[src/rtl/hdb3_encode.sv]
// HDB3 line encoder: unipolar NRZ in, dual-rail ternary out with AMI alternation
// and 000V / B00V substitution of every four-zero run, via a 4-deep tag delay line.
module hdb3_encode #(
  parameter logic INIT_POL = 1'b0
) (
  input  logic i_clk,
  input  logic i_rst_n,
  input  logic i_valid,
  input  logic i_data,
  output logic o_valid,
  output logic o_pos,
  output logic o_neg,
  output logic o_viol
);

  localparam logic [1:0] TAG_ZERO = 2'd0;
  localparam logic [1:0] TAG_ONE  = 2'd1;
  localparam logic [1:0] TAG_V    = 2'd2;
  localparam logic [1:0] TAG_B    = 2'd3;

  // slot 0 is the newest tag, slot 3 the oldest
  logic [1:0] slot_q [4];
  logic [1:0] slot_d [4];
  logic [2:0] fill_q,     fill_d;
  logic [1:0] zrun_q,     zrun_d;
  logic       parity_q,   parity_d;
  logic       last_pol_q, last_pol_d;
  logic       valid_q,    valid_d;
  logic       pos_q,      pos_d;
  logic       neg_q,      neg_d;
  logic       viol_q,     viol_d;
  logic       emit_s;
  logic [1:0] tag_out_s;

  function automatic logic is_mark(input logic [1:0] tag);
    return (tag == TAG_ONE) || (tag == TAG_B);
  endfunction

  // State register: delay line, counters, polarity tracking and output rails
  always_ff @(posedge i_clk or negedge i_rst_n) begin
    if (!i_rst_n) begin
      slot_q     <= '{TAG_ZERO, TAG_ZERO, TAG_ZERO, TAG_ZERO};
      fill_q     <= 3'd0;
      zrun_q     <= 2'd0;
      parity_q   <= 1'b0;
      last_pol_q <= INIT_POL;
      valid_q    <= 1'b0;
      pos_q      <= 1'b0;
      neg_q      <= 1'b0;
      viol_q     <= 1'b0;
    end else begin
      slot_q     <= slot_d;
      fill_q     <= fill_d;
      zrun_q     <= zrun_d;
      parity_q   <= parity_d;
      last_pol_q <= last_pol_d;
      valid_q    <= valid_d;
      pos_q      <= pos_d;
      neg_q      <= neg_d;
      viol_q     <= viol_d;
    end
  end

  // Next state: shift/substitute on each beat, then map the outgoing tag to rails
  always_comb begin
    slot_d     = slot_q;
    fill_d     = fill_q;
    zrun_d     = zrun_q;
    parity_d   = parity_q;
    last_pol_d = last_pol_q;
    valid_d    = 1'b0;
    pos_d      = 1'b0;
    neg_d      = 1'b0;
    viol_d     = 1'b0;
    emit_s     = 1'b0;
    tag_out_s  = slot_q[3];

    if (i_valid) begin
      slot_d[3] = slot_q[2];
      slot_d[2] = slot_q[1];
      slot_d[1] = slot_q[0];
      if (i_data) begin
        slot_d[0] = TAG_ONE;
        zrun_d    = 2'd0;
        parity_d  = ~parity_q;
      end else if (zrun_q == 2'd3) begin
        // fourth zero: slots 3..1 already hold the first three zeros of the run
        slot_d[0] = TAG_V;
        zrun_d    = 2'd0;
        parity_d  = 1'b0;
        if (!parity_q) begin
          slot_d[3] = TAG_B;
        end else begin
          slot_d[3] = slot_q[2];
        end
      end else begin
        slot_d[0] = TAG_ZERO;
        zrun_d    = zrun_q + 2'd1;
      end
      if (fill_q != 3'd4) begin
        fill_d = fill_q + 3'd1;
      end else begin
        fill_d = fill_q;
      end
      emit_s = (fill_q == 3'd4);
    end else begin
      emit_s = 1'b0;
    end

    if (emit_s) begin
      valid_d = 1'b1;
      case (tag_out_s)
        TAG_ONE, TAG_B: begin
          pos_d      = ~last_pol_q;
          neg_d      = last_pol_q;
          last_pol_d = ~last_pol_q;
        end
        TAG_V: begin
          pos_d  = last_pol_q;
          neg_d  = ~last_pol_q;
          viol_d = 1'b1;
        end
        TAG_ZERO: begin
          pos_d = 1'b0;
          neg_d = 1'b0;
        end
        default: begin
          pos_d = 1'b0;
          neg_d = 1'b0;
        end
      endcase
      if (!is_mark(tag_out_s)) begin
        last_pol_d = last_pol_q;
      end else begin
        last_pol_d = ~last_pol_q;
      end
    end else begin
      valid_d = 1'b0;
    end
  end

  assign o_valid = valid_q;
  assign o_pos   = pos_q;
  assign o_neg   = neg_q;
  assign o_viol  = viol_q;

endmodule

[config.mk]
export PLATFORM = sky130hd
export DESIGN_NAME = hdb3_encode
export DESIGN_NICKNAME = d
export VERILOG_FILES = /design/src/rtl/hdb3_encode.sv
export SDC_FILE = /design/constraint.sdc
export NUM_CORES = 1
export LEC_CHECK = 0
export ABC_AREA = 1
export BUFFER_PORTS_ARGS = -buffer_cell sky130_fd_sc_hd__buf_2
export CORE_MARGIN = 2
export CORE_UTILIZATION = 60
export DETAILED_ROUTE_END_ITERATION = 10
export GPL_TIMING_DRIVEN = 0
export PLACE_DENSITY = 0.78
export SETUP_SLACK_MARGIN = 0.4
export SLEW_MARGIN = 5
export SYNTH_ARGS = -nofsm -noshare
export SYNTH_HDL_FRONTEND = slang
export SYNTH_SLANG_ARGS = --single-unit
[constraint.sdc]
create_clock -name i_clk -period 2.95 [get_ports i_clk]
set_input_delay 0.59 -clock i_clk [delete_from_list [all_inputs] [get_ports i_clk]]
set_output_delay 0.59 -clock i_clk [all_outputs]
set_load 0.05 [all_outputs]
==> results of run 1 <==
==> cells in the final DEF (no fill, tap or decap), drive strengths merged <==
cell type / Yosys / final
nand2: 27 / 27
dfrtp: 19 / 19
nor2: 10 / 10
inv: 9 / 9
buf: 3 / 9
a21oi: 6 / 6
nand3: 6 / 6
ha: 3 / 3
clkbuf: 0 / 3
nand4: 2 / 2
nor3: 1 / 1
nand3b: 1 / 1
o21ai: 1 / 1
xor2: 1 / 1
o21a: 1 / 1
clkinv: 0 / 1
==> flip-flops by register name, summed over array words and instances (netlist names), 2 cells and up <==
name       count
tag_out_s      2
fill_q         3
zrun_q         2
slot_q         6
==> metrics by stage <==
| step | cells | utilization | area (um^2) | hold WS, ps | power, mW |
|---|---|---|---|---|---|
| after floorplan | 90 | - | 879.6 | 294.4 | 0.5272 |
| after global placement | 111 | 0.6961 | 928.4 | 460.4 | 0.5609 |
| after detailed placement | 111 | 0.6961 | 928.4 | 468.3 | 0.5711 |
| after CTS | 115 | 0.7167 | 955.9 | 212.2 | 0.7017 |
| after global routing | 115 | 0.7167 | 955.9 | 227.0 | 0.7419 |
| final | 115 | 0.7167 | 955.9 | 201.9 | 0.6948 |
==> cell usage after synthesis <==
master     n  share of area
nand2_1   25           0.11
dfrtp_1   19           0.54
inv_1      8          0.034
nor2_1     7          0.030
a21oi_1    6          0.034
nand3_1    4          0.023
ha_1       3          0.043
buf_6      2          0.026
nand3_2    2          0.023
nand4_1    2          0.014
nor2_2     2          0.014
buf_8      1          0.017
inv_6      1          0.010
nand2_2    1         0.0071
nand2_4    1          0.013
nand3b_1   1         0.0085
nor2_4     1          0.013
nor3_2     1          0.011
o21a_1     1         0.0085
o21ai_1    1         0.0057
xor2_2     1          0.018
==> worst min path at each step <==
stage,endpoint,slack [ps],from,cells after the start
6_report,o_pos,200,i_rst_n,1
3_3_place_gp,slot_q[2],460,slot_q[4],2
5_1_grt,slot_q[3],230,i_rst_n,1
2_1_floorplan,fill_q[0],290,i_rst_n,0
4_1_cts,o_pos,210,i_rst_n,1
3_5_place_dp,slot_q[2],470,slot_q[4],2
==> cells by family (layout without fill, tap and decap cells) <==
family | Yosys count | in the layout
flops | 19 | 19
xor+xnor | 1 | 1
simple gates | 47 | 47
compound gates | 8 | 8
fa+ha+maj | 3 | 3
buf+inv | 12 | 22
==> routing by layer <==
layer,up-vias,part of all wire
met5,-,0
met4,0,0.024
met3,5,0.036
met2,11,0.45
met1,277,0.49
li1,305,-
==> cell type report <==
type | count | area, um^2
buffer | 3 | 37.54
clock buffer | 3 | 22.52
clock inverter | 1 | 5.005
fill | 107 | 377.9
inverter | 9 | 38.79
multi-input combinational | 59 | 327.8
sequential | 19 | 475.5
tap | 15 | 18.77
timing repair buffer | 6 | 30.03
==> power groups by stage <==
stage	combinational, mW	clock, mW	sequential [mW]
final	0.199	0.130	0.365
after global routing	0.226	0.144	0.372
after CTS	0.203	0.135	0.364
after detailed placement	0.201	0	0.370
after global placement	0.195	0	0.366
after floorplan	0.149	0	0.378
==> results_dict.tcl, run 1 <==
set metrics [dict create \
    dieHeight_um 42.29 \
    critPathBufInv 1 \
    worstSetupPathType "reg2out" \
    fmax_mhz 671.0 \
    skew_ps 4.401 \
    grt_pass1_wl_um 2221 \
    worst_pin_slew_ps 405.5 \
    hold_buffers 0 \
    drc 0 \
    diodes 0 \
    num_vias 598 \
    synth_fp_nets 97 \
    relSlewSlack 0.7297 \
    hpwl_um 919.6 \
    timing.rr.start "fill_q[0]" \
    fin_ws_ps 1460 \
    numPortBuffers 6 \
    r2r_setup_slack_ps 1780 \
    die_w_um 42.29 \
    use_met1 0.2232 \
    ys_ff_latch 19 \
    synth_area_per_cell_um2 9.773 \
    p_switching_mw 0.2510 \
    synth_fa_ha_area_frac 0.04267 \
    fin_setup_tns_ps 0 \
    cts_setup_buffers 0 \
    coreArea_um2 1334 \
    intPower_mw 0.4438 \
    power.share.clock 0.188 \
    grt_overflow 0 \
    clk_pin_slew_worst_paths_ps 110 \
    start_util 0.6595 \
    finalCritPeriodShare 0.5052 \
    syn_inst 90 \
    avgRoutedWirePerCell_um 10.99 \
    cts_root_buffer "clkbuf_4" \
    maxCapViolations 0 \
    crit_path_end "o_valid" \
    grtUsageMet3 0.03879 \
    synth_area_um2 879.6 \
    cp_max_fo 1 \
    cts_buffers 3 \
    grt_pass1_vias 517 \
    grt.busiest_layer "met2" \
    yosysSeqAreaShare 0.5405 \
    cts_resized 0 \
    hold_viol 0 \
    cts_tree "built" \
    worstSetupEndpointType "output port" \
    synth-compound-area-share 0.04836 \
    ys_warn_count 0 \
    synth-simple-area-share 0.2632 \
    cpMaxStageDelayCell "dfrtp_1" \
    viasPerCell 5.200 \
    netSwitchingFraction 0.3613 \
    rows 13 \
    die-area_um2 1788 \
    min_path_type "in2async" \
    cp.required_ps 2360 \
    dp_slack_ps 1784 \
    drive_above_1_share 0.2300 \
    irDropWorstVdd_v 0.0004990 \
    p_seq_frac 0.526 \
    synth_cell_types 21 \
    clkLatencyLatePin_ps 300 \
    ctsHtreeMaxLevel 1 \
    slew_violations 0 \
    path_depth 1 \
    ios 8 \
    grt_max_degree 20 \
    synth.area.mux_share 0 \
    track_usage 0.1680 \
    met2_usage 0.2523 \
    setup_viol 0 \
    clockBufferDepth 2 \
    critPathLaunch "o_valid" \
    max_stage_delay_ps 350 \
    period_minus_slack_ps 1490 \
    cts.sinks 19 \
    path_cells "buf_2" \
    fin_nets 108 \
    first_pass_iters 4 \
    worstPathArrival_ps 900 \
    crit_family "flip-flops" \
    antenna_left 0 \
    combPwrFrac 0.287 \
    areaGrowthSynthToFinish_pct 8.677 \
    worst_r2r_path_depth 5 \
    synth_xor_area_frac 0.01849 \
    status "finished, final reports clean" \
    grt_setup_unrepaired "no" \
    place_congestion 0.7012 \
    postRouteWirelength_um 1264 \
    drtIter0Drc 9 \
    power.leakage_nw 0.5121 \
    synth_top_family_by_area "simple AND/OR/NAND/NOR gates" \
    p_per_area_nw_per_um2 726.8 \
    worst_r2r_endpoint "fill_q[0]" \
    start_kind "flip-flop" \
    antenna_found_initial 0 \
]
No activity file was read; power rests on OpenSTA's default activity.
==> run 2: changes to the inputs <==
--- a/config.mk
+++ b/config.mk
@@ -8,10 +8,10 @@
 export ABC_AREA = 1
 export BUFFER_PORTS_ARGS = -buffer_cell sky130_fd_sc_hd__buf_2
 export CORE_MARGIN = 2
-export CORE_UTILIZATION = 60
+export CORE_UTILIZATION = 55
 export DETAILED_ROUTE_END_ITERATION = 10
 export GPL_TIMING_DRIVEN = 0
-export PLACE_DENSITY = 0.78
+export PLACE_DENSITY = 0.73
 export SETUP_SLACK_MARGIN = 0.4
 export SLEW_MARGIN = 5
 export SYNTH_ARGS = -nofsm -noshare
==> constraint.sdc (replaced) <==
create_clock -name i_clk -period 1.45 [get_ports i_clk]
set_input_delay 0.29 -clock i_clk [delete_from_list [all_inputs] [get_ports i_clk]]
set_output_delay 0.29 -clock i_clk [all_outputs]
set_load 0.05 [all_outputs]
==> run 2 against run 1 <==
Core utilization is 2.7 points lower. Total power is 120% higher. Setup slack got worse by 1100 ps. Clock power rose by 98%. First-iteration DRC count is 44% lower. Critical path type unchanged. Critical endpoint is now o_viol.
==> results_dict.tcl, run 2 (same netlist as run 1, synthesis figures left out) <==
set metrics [dict create \
    cpMaxStageDelayCell "dfrtp_1" \
    num_vias 591 \
    areaGrowthSynthToFinish_pct 18.07 \
    postRouteWirelength_um 1391 \
    setup_viol 0 \
    antenna_found_initial 0 \
    clk_pin_slew_worst_paths_ps 110 \
    fin_nets 111 \
    power.leakage_nw 0.5275 \
    cp.required_ps 1160 \
    antenna_left 0 \
    final_common_cell "nand2_1" \
    max_stage_delay_ps 390 \
    diodes 0 \
    viasPerCell 4.966 \
    status "finished, final reports clean" \
    dieHeight_um 43.99 \
    crit_family "flip-flops" \
    period_minus_slack_ps 1120 \
    worst_pin_slew_ps 410.2 \
    fin_cells 119 \
    ios 8 \
    path_cells "buf_6" \
    clockBufferDepth 2 \
    rows 14 \
    drive_above_1_share 0.2816 \
    grt_max_degree 20 \
    hold_viol 0 \
    worstPathArrival_ps 830 \
    track_usage 0.1791 \
    numPortBuffers 6 \
    min_path_type "in2reg" \
    worstSetupPathType "reg2out" \
    dp_slack_ps 380.9 \
    timing.rr.start "fill_q[0]" \
    fin_ws_ps 330.4 \
    skew_ps 7.228 \
    start_util 0.5839 \
    irDropWorstVdd_v 0.001085 \
    hpwl_um 942.3 \
    cp_max_fo 1 \
    die_w_um 43.99 \
    cts_tree "built" \
    cts_root_buffer "clkbuf_4" \
    largest_register_ffs 6 \
    drc 0 \
    mostFrequentLayoutCells "nand2_1 (24), dfrtp_1 (19), nor2_1 (7)" \
    cts_buffers 3 \
    slew_violations 0 \
    p_per_area_nw_per_um2 1490 \
    start_kind "flip-flop" \
    dp_cells 112 \
    die-area_um2 1935 \
    critPathLaunch "o_viol" \
    maxCapViolations 0 \
    top_register "slot_q" \
    drtIter0Drc 5 \
    first_pass_iters 3 \
    grt_setup_unrepaired "yes" \
    clkLatencyLatePin_ps 290 \
    finalCritPeriodShare 0.7721 \
    largestRegisters "slot_q (6), fill_q (3)" \
    grt_pass1_wl_um 2408 \
    relSlewSlack 0.7265 \
    place_congestion 0.7474 \
    worstSetupEndpointType "output port" \
    fmax_mhz 893.2 \
    ctsHtreeMaxLevel 1 \
    cts.sinks 19 \
    hold_start "i_valid" \
    grt_overflow 0 \
    avgRoutedWirePerCell_um 11.69 \
    fin_setup_tns_ps 0 \
    coreArea_um2 1506 \
    grt_pass1_vias 564 \
    critPathBufInv 1 \
]
[run 2: tightest hold or removal path: stages]
cell and delay, ps:
buf_6 130, inv_6 70, nor2_4 40
[run 2: what timing repair did]
| action | 4_1_cts | 5_1_grt |
|---|---|---|
| hold buffers | 1 | 0 |
| hold endpoints to repair | 19 | 0 |
| setup buffers | 1 | 1 |
| endpoints found under the setup margin | 10 | 9 |
| gates resized for setup | 9 | 5 |
| pin swaps | 0 | 1 |
[run 2: report_power, final]
part / internal, mW / switching, mW
clock network: 0.107 / 0.151
logic: 0.243 / 0.301
registers: 0.643 / 0.102
[run 2: cell type report]
class | count | area (um^2)
clock buffer | 4 | 26.28
inverter | 9 | 38.79
multi-input combinational | 59 | 360.3
buffer | 3 | 37.54
sequential | 19 | 475.5
fill | 122 | 467.9
timing repair buffer | 9 | 80.08
tap | 16 | 20.02
[run 2: worst paths after layout]
path | slack, ps | cells after the start | to
max reg2reg | 410 | 5 | fill_q[0]
min | 270 | 3 | o_valid
max in group asynchronous | 700 | 2 | slot_q[4]
min reg2reg | 490 | 2 | slot_q[5]
max | 330 | 1 | o_viol
min in group asynchronous | 450 | 2 | o_neg
[run 2: through the flow]
stage,hold WS (ps),utilization,power [mW],instance area [um^2]
3_3_place_gp,244.0,0.6254,1.177,942.2
5_1_grt,247.0,0.6894,1.672,1039
2_1_floorplan,-5.591,-,1.107,892.1
4_1_cts,242.7,0.6711,1.509,1011
3_5_place_dp,248.8,0.6254,1.200,942.2
6_report,268.4,0.6894,1.547,1039
[run 2: metal layers]
layer  vias to the layer above  wire, um  track usage
met5                         -         0            0
met4                         0        13       0.1091
met3                         2        42      0.05000
met2                         7       703       0.2765
met1                       272       631       0.2216
li1                        310         -            -
